**src/rtl/muldiv_unit.sv**
```systemverilog
// Iterative multiply/divide unit with architectural HI/LO registers.
// It uses radix-2 shift-add multiply and restoring divide on operand magnitudes, then a sign-fix cycle.
module muldiv_unit #(
   parameter int WIDTH = 32,
   parameter int CNTW  = $clog2(WIDTH) + 1
) (
   input  logic             clk,
   input  logic             reset,
   input  logic             start,
   input  logic [2:0]       op,
   input  logic [WIDTH-1:0] srca,
   input  logic [WIDTH-1:0] srcb,
   output logic             stall,
   output logic             busy,
   output logic             done,
   output logic             div_zero,
   output logic [WIDTH-1:0] hi,
   output logic [WIDTH-1:0] lo
);

   typedef enum logic [1:0] {S_IDLE, S_MUL, S_DIV, S_FIX} state_t;

   state_t             state_q, state_d;
   logic [CNTW-1:0]    cnt_q, cnt_d;
   logic [2*WIDTH-1:0] acc_q, acc_d;
   logic [WIDTH-1:0]   opb_q, opb_d;
   logic [WIDTH-1:0]   srca_q, srca_d;
   logic [WIDTH-1:0]   hi_q, hi_d;
   logic [WIDTH-1:0]   lo_q, lo_d;
   logic               is_div_q, is_div_d;
   logic               neg_q, neg_d;
   logic               rneg_q, rneg_d;
   logic               zdiv_q, zdiv_d;
   logic               busy_q, busy_d;
   logic               done_q, done_d;
   logic               div_zero_q, div_zero_d;

   logic               idle;
   logic               accept;
   logic               sa, sb;
   logic [WIDTH-1:0]   mag_a, mag_b;
   logic [WIDTH:0]     mul_sum;
   logic [WIDTH+1:0]   div_diff;
   logic [2*WIDTH-1:0] prod;
   logic [WIDTH-1:0]   quo, rem;

   assign idle   = (state_q == S_IDLE);
   assign accept = idle & start & ~op[2];

   // Signs only matter for the signed ops (op[0]=1); unsigned ops see raw values.
   assign sa    = srca[WIDTH-1] & op[0];
   assign sb    = srcb[WIDTH-1] & op[0];
   assign mag_a = sa ? -srca : srca;
   assign mag_b = sb ? -srcb : srcb;

   assign mul_sum  = {1'b0, acc_q[2*WIDTH-1:WIDTH]} + (acc_q[0] ? {1'b0, opb_q} : '0);
   // Partial remainder after the left shift needs WIDTH+1 bits, plus one for the borrow.
   assign div_diff = {1'b0, acc_q[2*WIDTH-1:WIDTH-1]} - {2'b00, opb_q};

   assign prod = neg_q  ? -acc_q                   : acc_q;
   assign quo  = neg_q  ? -acc_q[WIDTH-1:0]        : acc_q[WIDTH-1:0];
   assign rem  = rneg_q ? -acc_q[2*WIDTH-1:WIDTH]  : acc_q[2*WIDTH-1:WIDTH];

   always_ff @(posedge clk or negedge reset) begin
      if (!reset) begin
         state_q <= S_IDLE;
      end else begin
         state_q <= state_d;
      end
   end

   always_comb begin
      state_d = state_q;
      unique case (state_q)
         S_IDLE:  if (accept) state_d = op[1] ? S_DIV : S_MUL;
         S_MUL,
         S_DIV:   if (cnt_q == '0) state_d = S_FIX;
         S_FIX:   state_d = S_IDLE;
         default: state_d = S_IDLE;
      endcase
   end

   always_comb begin
      stall = busy_q | accept;
   end

   always_comb begin
      cnt_d      = cnt_q;
      acc_d      = acc_q;
      opb_d      = opb_q;
      srca_d     = srca_q;
      hi_d       = hi_q;
      lo_d       = lo_q;
      is_div_d   = is_div_q;
      neg_d      = neg_q;
      rneg_d     = rneg_q;
      zdiv_d     = zdiv_q;
      busy_d     = busy_q;
      done_d     = 1'b0;
      div_zero_d = div_zero_q;
      unique case (state_q)
         S_IDLE: begin
            if (accept) begin
               acc_d      = {{WIDTH{1'b0}}, (op[1] ? mag_a : mag_b)};
               opb_d      = op[1] ? mag_b : mag_a;
               srca_d     = srca;
               cnt_d      = CNTW'(WIDTH);
               is_div_d   = op[1];
               neg_d      = sa ^ sb;
               rneg_d     = sa;
               zdiv_d     = (srcb == '0);
               busy_d     = 1'b1;
               div_zero_d = 1'b0;
            end else if (start && op[2] && !op[1]) begin
               if (op[0]) lo_d = srca;
               else       hi_d = srca;
            end
         end
         S_MUL: begin
            if (cnt_q != '0) begin
               acc_d = {mul_sum, acc_q[WIDTH-1:1]};
               cnt_d = cnt_q - CNTW'(1);
            end
         end
         S_DIV: begin
            if (cnt_q != '0) begin
               if (div_diff[WIDTH+1]) acc_d = {acc_q[2*WIDTH-2:0], 1'b0};
               else                   acc_d = {div_diff[WIDTH-1:0], acc_q[WIDTH-2:0], 1'b1};
               cnt_d = cnt_q - CNTW'(1);
            end
         end
         S_FIX: begin
            busy_d = 1'b0;
            done_d = 1'b1;
            if (!is_div_q) begin
               hi_d = prod[2*WIDTH-1:WIDTH];
               lo_d = prod[WIDTH-1:0];
            end else if (zdiv_q) begin
               // Zero divisor: report the dividend untouched rather than the sign-fixed remainder.
               lo_d       = '1;
               hi_d       = srca_q;
               div_zero_d = 1'b1;
            end else begin
               lo_d = quo;
               hi_d = rem;
            end
         end
         default: ;
      endcase
   end

   always_ff @(posedge clk or negedge reset) begin
      if (!reset) begin
         cnt_q      <= '0;
         acc_q      <= '0;
         opb_q      <= '0;
         srca_q     <= '0;
         hi_q       <= '0;
         lo_q       <= '0;
         is_div_q   <= 1'b0;
         neg_q      <= 1'b0;
         rneg_q     <= 1'b0;
         zdiv_q     <= 1'b0;
         busy_q     <= 1'b0;
         done_q     <= 1'b0;
         div_zero_q <= 1'b0;
      end else begin
         cnt_q      <= cnt_d;
         acc_q      <= acc_d;
         opb_q      <= opb_d;
         srca_q     <= srca_d;
         hi_q       <= hi_d;
         lo_q       <= lo_d;
         is_div_q   <= is_div_d;
         neg_q      <= neg_d;
         rneg_q     <= rneg_d;
         zdiv_q     <= zdiv_d;
         busy_q     <= busy_d;
         done_q     <= done_d;
         div_zero_q <= div_zero_d;
      end
   end

   assign busy     = busy_q;
   assign done     = done_q;
   assign div_zero = div_zero_q;
   assign hi       = hi_q;
   assign lo       = lo_q;

endmodule

```
**config.mk**
```make
export PLATFORM = sky130hd
export DESIGN_NAME = muldiv_unit
export DESIGN_NICKNAME = d
export VERILOG_FILES = /design/src/rtl/muldiv_unit.sv
export SDC_FILE = /design/constraint.sdc
export NUM_CORES = 1
export LEC_CHECK = 0
export BUFFER_PORTS_ARGS = -buffer_cell sky130_fd_sc_hd__buf_2
export CAP_MARGIN = 20
export CORE_MARGIN = 10
export CORE_UTILIZATION = 35
export CTS_CLUSTER_SIZE = 10
export DETAILED_ROUTE_END_ITERATION = 10
export SLEW_MARGIN = 30
export SYNTH_ARGS = -nofsm -noshare
export SYNTH_HDL_FRONTEND = slang
export SYNTH_SLANG_ARGS = --single-unit
```
**constraint.sdc**
```tcl
create_clock -name clk -period 7.39 [get_ports clk]
set_input_delay 0.3695 -clock clk [delete_from_list [all_inputs] [get_ports clk]]
set_output_delay 0.3695 -clock clk [all_outputs]
set_load 0.005 [all_outputs]
```
==> results_dict.tcl, run 1 <==
set metrics [dict create \
    status "finished clean" \
    tightest_slew_ns 0.948 \
    seqPwrFrac_pct 23.5 \
    die_area_um2 59200 \
    drv_slew 0 \
    p_sw_share_pct 51.8 \
    synth_simple_gate_area_share_pct 20.5 \
    avgSynthCellArea_um2 7.60 \
    netlist_instances 2296 \
    setup_viol 0 \
    cpLargestDelayFamily "compound AO/OA/AOI/OAI gates" \
    clockPowerShare_pct 12.7 \
    grt_pass1_wl_um 105000 \
    core_um2 49200 \
    yosysTopAreaCell "dfrtp_1" \
    die_height_um 243 \
    grt_antenna_before_repair 8 \
    routed_wl_um 70400 \
    post_cts_resized 0 \
    r2r_end "acc_q[41]" \
    syn-num-nets 2442 \
    die_w_um 243 \
    routed_via_density 6.01 \
    fin_skew_ns 0.0157 \
    ys.flop_type "dfrtp_1" \
    synth_top_area_share_pct 29.7 \
    cts_tree "done" \
    clk_pin_slew_ns 0.06 \
    register_area_um2 5180 \
    rsz0062_at_grt "no" \
    start_kind "flop" \
    synth_top_family_by_area "compound AO/OA/AOI/OAI gates" \
    seq_area_frac_synth_pct 29.7 \
    worst-endpoint-arrival_ns 4.64 \
    crit_chain "ha_1 > nand2_1 > o21ai_0 > a31oi_1 > a2111oi_1 > o21ai_0 > a31oi_4 > buf_4 > mux2_2 > nand2_1 > o311ai_0" \
    gp_congestion 0.947 \
    post_synth_num_cell_types 67 \
    initial_core_util_pct 35.5 \
    comb_power_share_pct 63.8 \
    diodes 0 \
    clk_path_buf_depth 3 \
    reg2reg_from "acc_q[39]" \
    htreeDepth 1 \
    port_buffers 137 \
    slowest_stage "a2111oi_1" \
    end_kind "flop" \
    cp.depth 11 \
    reg2reg_slack_ns 3.15 \
    cp_max_fo 20 \
    period_minus_slack_ns 4.24 \
    dp_hpwl_um 52800 \
    cts_sinks 207 \
    finalPower_mw 9.40 \
    p_leak_nw 8.69 \
    setup_tns_ns 0 \
    cts_setup_buffers 0 \
    path_class "reg -> reg" \
    cp.required_ns 7.79 \
    ios 138 \
    max_stage_delay_ns 0.74 \
    grt_max_degree 106 \
    cts_buffers 26 \
    vias 17900 \
    drtIter0Drc 1914 \
    gr-total-overflow 0 \
    final_net_count 2452 \
    wl_per_cell_um 23.6 \
    track_usage_pct 22.6 \
    ys_ff_latch 207 \
    area_growth_syn_to_layout_pct 10.7 \
    fp-row-count 81 \
    antenna_left 0 \
    n_fill_cell 5126 \
    net-switching-power_mw 4.87 \
    finalHoldViolations 0 \
    relSlewSlack_pct 36.0 \
    finalCritPeriodShare_pct 57.4 \
    synth_xor_area_share_pct 9.19 \
    synth_compound_area_share_pct 26.1 \
    pwr_density_cell_nw_per_um2 487 \
    synth_most_common_cell "nand2_1" \
    synthMuxAreaShare_pct 3.39 \
    drive_gt1_share_pct 10.4 \
    cp-startpoint "acc_q[39]" \
    drc 0 \
    synth-adder-area-share_pct 5.54 \
    yosys_warnings 0 \
    max_freq_ghz 0.236 \
    synthArstFlopShare_pct 100 \
    ir_worst_vdd_mv 0.333 \
    r2r_cells 11 \
    drtPass1Iterations 6 \
    first_global_vias 16900 \
    yosys-top-cells-count "nand2_1 (330), o21ai_0 (257), dfrtp_1 (207), nor2_1 (192), clkbuf_1 (169)" \
    crit_buf_inv 1 \
    synth_edf_count 0 \
    endpoint "acc_q[41]" \
    drv_cap 0 \
    hold_path_class "in -> reg" \
    root_buffer "clkbuf_16" \
    synth_area_leaders "dfrtp_1 (30%), o21ai_0 (7.4%), nand2_1 (7.1%)" \
    multi_input_area_um2 11400 \
    insertion_delay_ns 0.56 \
    internal_power_mw 4.53 \
    syn_area_um2 17400 \
]
[flip-flops by register name, summed over array words and instances (netlist names)]
name / count
neg_q: 1
div_zero: 1
busy: 1
lo: 32
hi: 32
zdiv_q: 1
is_div_q: 1
opb_q: 32
cnt_q: 6
rneg_q: 1
acc_q: 64
done: 1
state_q: 2
srca_q: 32
[cell usage in the layout, fill, tap and decap left out, types with 50 or more instances in the layout]
cell     count
ha_1        73
a21oi_1    166
buf_2      135
dfrtp_1    207
mux2i_1     50
inv_1       72
o21ai_0    257
xnor2_1    110
nor2_1     190
nand2_1    328
xor2_1      73
[how the worst min path moves through the flow]
| stage | startpoint | endpoint | slack (ns) | cells past startpoint |
|---|---|---|---|---|
| finish | srca[20] | srca_q[20] | 0.14 | 3 |
| global route | srca[27] | srca_q[27] | 0.13 | 3 |
| CTS | srca[20] | srca_q[20] | 0.11 | 3 |
| detailed placement | srca_q[5] | srca_q[5] | 0.46 | 2 |
| global placement | srca_q[30] | srca_q[30] | 0.46 | 2 |
| floorplan | reset | acc_q[0] | 0.07 | 0 |
[per-stage QoR]
step	worst slack, ns	hold slack, ns	utilization, %	std cells	instance area [um^2]
after floorplan	3.95	0.0739	-	2296	17400
after global placement	2.96	0.458	37.7	2941	18500
after detailed placement	3.15	0.462	37.7	2941	18600
after CTS	3.11	0.113	39.3	2978	19300
after global routing	2.76	0.128	39.3	2978	19300
final	3.15	0.140	39.3	2978	19300
[metal layers]
| metal | vias up | GRT usage (%) | share of wire [%] |
|---|---|---|---|
| met5 | - | 0 | 0.045 |
| met4 | 4 | 10.2 | 4.9 |
| met3 | 162 | 3.74 | 8.6 |
| met2 | 818 | 36.1 | 46 |
| met1 | 8688 | 29.4 | 41 |
| li1 | 8228 | - | - |
[final cells by class]
type                    instances  share of cell area, %
clock buffers                  32                   3.75
clock inverters                 4                  0.123
inverters                      75                   1.46
multi-input cells            1831                   58.8
flip-flops and latches        207                   26.8
well taps                     664                   4.30
repair buffers                165                   4.72
[cell families (layout without fill, tap and decap cells)]
logic type                 after synthesis  in the layout
xor gates and xnor gates               183            183
DFF                                    207            207
AOI/OAI and AO/OA                      730            730
adders and majority gates               76             76
buffers and inverters                  258            276
and+or+nand+nor                        784            784
muxes                                   58             58
[worst register-to-register path, cell delays in order (launching register included)]
cell,delay [ns]
dfrtp_1,0.51
ha_1,0.46
nand2_1,0.09
o21ai_0,0.25
a31oi_1,0.11
a2111oi_1,0.74
o21ai_0,0.29
a31oi_4,0.61
buf_4,0.45
mux2_2,0.38
nand2_1,0.06
o311ai_0,0.13
[power by group through the flow]
stage	clock network [mW]	registers [mW]	logic (mW)
2_1_floorplan	0	1.96	4.29
3_3_place_gp	0	2.19	5.81
3_5_place_dp	0	2.21	5.87
4_1_cts	1.21	2.20	5.90
5_1_grt	1.25	2.28	6.56
6_report	1.19	2.21	6.00
[timing repair]
| item | CTS | global route |
|---|---|---|
| endpoints found under the setup margin | 0 | 0 |
| hold buffers | 1 | 0 |
| hold endpoints to repair | 103 | 0 |
Power figures use the tool's default switching activity.
==> run 2, diff against run 1 <==
==> constraint.sdc (replaced) <==
create_clock -name clk -period 3.45 [get_ports clk]
set_input_delay 0.1725 -clock clk [delete_from_list [all_inputs] [get_ports clk]]
set_output_delay 0.1725 -clock clk [all_outputs]
set_load 0.005 [all_outputs]
==> run 2 against run 1 <==
  * Non-clock buffer count is 141 higher
  * Register-to-register slack worse by 3.0 ns
  * Largest power group unchanged
  * Critical path depth unchanged
  * Global-route usage rose by 0.84 points
  * Flip-flop and latch count unchanged
  * Sequential power rose by 100%
  * First-iteration DRC count is 9.7% lower
  * Combinational power up 130%
  * Cell count increased by 4.9%
  * Clock power rose by 120%
  * Critical endpoint is now acc_q[48]
==> results_dict.tcl, run 2 (same netlist as run 1, synthesis figures left out) <==
set metrics [dict create \
    start_kind "flop" \
    largest_register_ffs 64 \
    reg2reg_slack_ns 0.15 \
    comb_power_share_pct 66.4 \
    ir_worst_vdd_mv 0.630 \
    net-switching-power_mw 10.7 \
    drv_cap 0 \
    cts_sinks 207 \
    cts_tree "done" \
    p_leak_nw 9.39 \
    gp_congestion 0.953 \
    rsz0062_at_grt "no" \
    cp_max_fo 7 \
    die_area_um2 59200 \
    htreeDepth 1 \
    ios 138 \
    fin_skew_ns 0.0163 \
    path_class "reg -> reg" \
    r2r_end "acc_q[48]" \
    root_buffer "clkbuf_16" \
    grt_pass1_wl_um 110000 \
    setup_tns_ns 0 \
    finalPower_mw 21.1 \
    drtIter0Drc 1729 \
    drive_gt1_share_pct 14.9 \
    relSlewSlack_pct 42.0 \
    holdWs_ns 0.0451 \
    finalHoldViolations 0 \
    seqPwrFrac_pct 21.3 \
    final_cells 3123 \
    hold_depth 2 \
    drv_slew 0 \
    clockPowerShare_pct 12.3 \
    final_net_count 2593 \
    whs_endpoint "state_q[0]" \
    internal_power_mw 10.4 \
    track_usage_pct 23.5 \
    antenna_left 0 \
    hold_path_class "in -> reg" \
    core_um2 49200 \
    die_height_um 243 \
    max_freq_ghz 0.303 \
    setup_viol 0 \
    routed_via_density 5.89 \
    routed_wl_um 72400 \
    vias 18400 \
    cts_buffers 26 \
    drc 0 \
    final_common_cell "nand2_1" \
    final_cell_mix "nand2_1 (330), o21ai_0 (256), dfrtp_1 (206)" \
    initial_core_util_pct 35.5 \
    min_from "op[1]" \
    drtPass1Iterations 6 \
    grt_max_degree 83 \
    die_w_um 243 \
    wl_per_cell_um 23.2 \
    cp.required_ns 3.89 \
    worst-endpoint-arrival_ns 3.74 \
    grt_antenna_before_repair 1 \
    status "finished clean" \
    finalCritPeriodShare_pct 95.5 \
    clk_pin_slew_ns 0.06 \
    area_growth_syn_to_layout_pct 18.0 \
    dp_hpwl_um 55000 \
    reg2reg_from "acc_q[32]" \
    first_global_vias 17700 \
    pwr_density_cell_nw_per_um2 1020 \
    p_sw_share_pct 50.6 \
    gr-total-overflow 0 \
    clk_path_buf_depth 3 \
    cts_setup_buffers 0 \
    dp.cells 3054 \
    end_kind "flop" \
    period_minus_slack_ns 3.30 \
    fin_util_pct 41.9 \
    regMostFlops "acc_q" \
    fp-row-count 81 \
    insertion_delay_ns 0.56 \
    r2r_cells 11 \
    port_buffers 137 \
    tightest_slew_ns 0.868 \
]
==> run 2: cell types whose count changed in the layout (fill, tap and decap cells not counted), moves of 3 or more <==
cell           previous run  this run
buf_4                    28       137
dlygate4sd3_1             1        29
buf_12                    0         4
clkbuf_1                  2         5
==> run 2: area by class of cell <==
type                    instances  area [um^2]
clock buffers                  35          736
clock inverters                 4         20.0
inverters                      75          282
diodes                          1         2.50
fillers                      5011        28600
repair buffers                306         2090
flip-flops and latches        207         5180
well taps                     664          831
multi-input cells            1831        11400
==> run 2: how the worst max path moves through the flow <==
stage                            to       from  depth (start not counted)
after floorplan           acc_q[62]   acc_q[0]                         15
final                     acc_q[48]  acc_q[32]                         11
after CTS                 acc_q[48]  acc_q[32]                         11
after global placement    acc_q[48]  acc_q[32]                         11
after global routing      acc_q[54]  acc_q[32]                         13
after detailed placement  acc_q[48]  acc_q[32]                         11
==> run 2: power groups by stage <==
stage,logic [mW],clock network [mW],registers (mW)
after floorplan,9.18,0,4.21
after global placement,13.4,0,4.49
after detailed placement,13.6,0,4.51
after CTS,13.7,2.62,4.48
after global routing,15.4,2.70,4.62
final,14.0,2.59,4.50
==> run 2: what timing repair did <==
item | in CTS | in global routing
setup endpoints to repair | 32 | 38
hold buffers | 29 | 0
hold endpoints to repair | 92 | 0
pin swaps | 0 | 0
gates resized for setup | 2 | 18
==> run 2: per-stage QoR <==
| step | instance area (um^2) | setup WS (ns) |
|---|---|---|
| floorplan | 17400 | 0.0143 |
| CTS | 20500 | 0.0218 |
| global route | 20600 | 0.00817 |
| finish | 20600 | 0.155 |
| detailed placement | 19400 | -0.309 |
| global placement | 19400 | -0.293 |
==> run 2: metal layers <==
layer | wire length, um | global-route usage (%) | up-vias
met2 | 33400 | 37.8 | 748
met4 | 3080 | 9.10 | 2
li1 | - | - | 8515
met1 | 30800 | 30.9 | 8966
met3 | 5040 | 3.67 | 152
met5 | 8 | 0 | -
==> run 2: worst max-delay path, cell delays in order, from the launching register on <==
cell and delay [ns]:
dfrtp_2 0.46, ha_1 0.30, nor2b_1 0.19, o31a_1 0.28
o2111ai_2 0.19, a2111oi_4 0.42, buf_4 0.19, o21ai_1 0.11
a31oi_4 0.20, buf_4 0.19, mux2_2 0.34, a221o_1 0.31
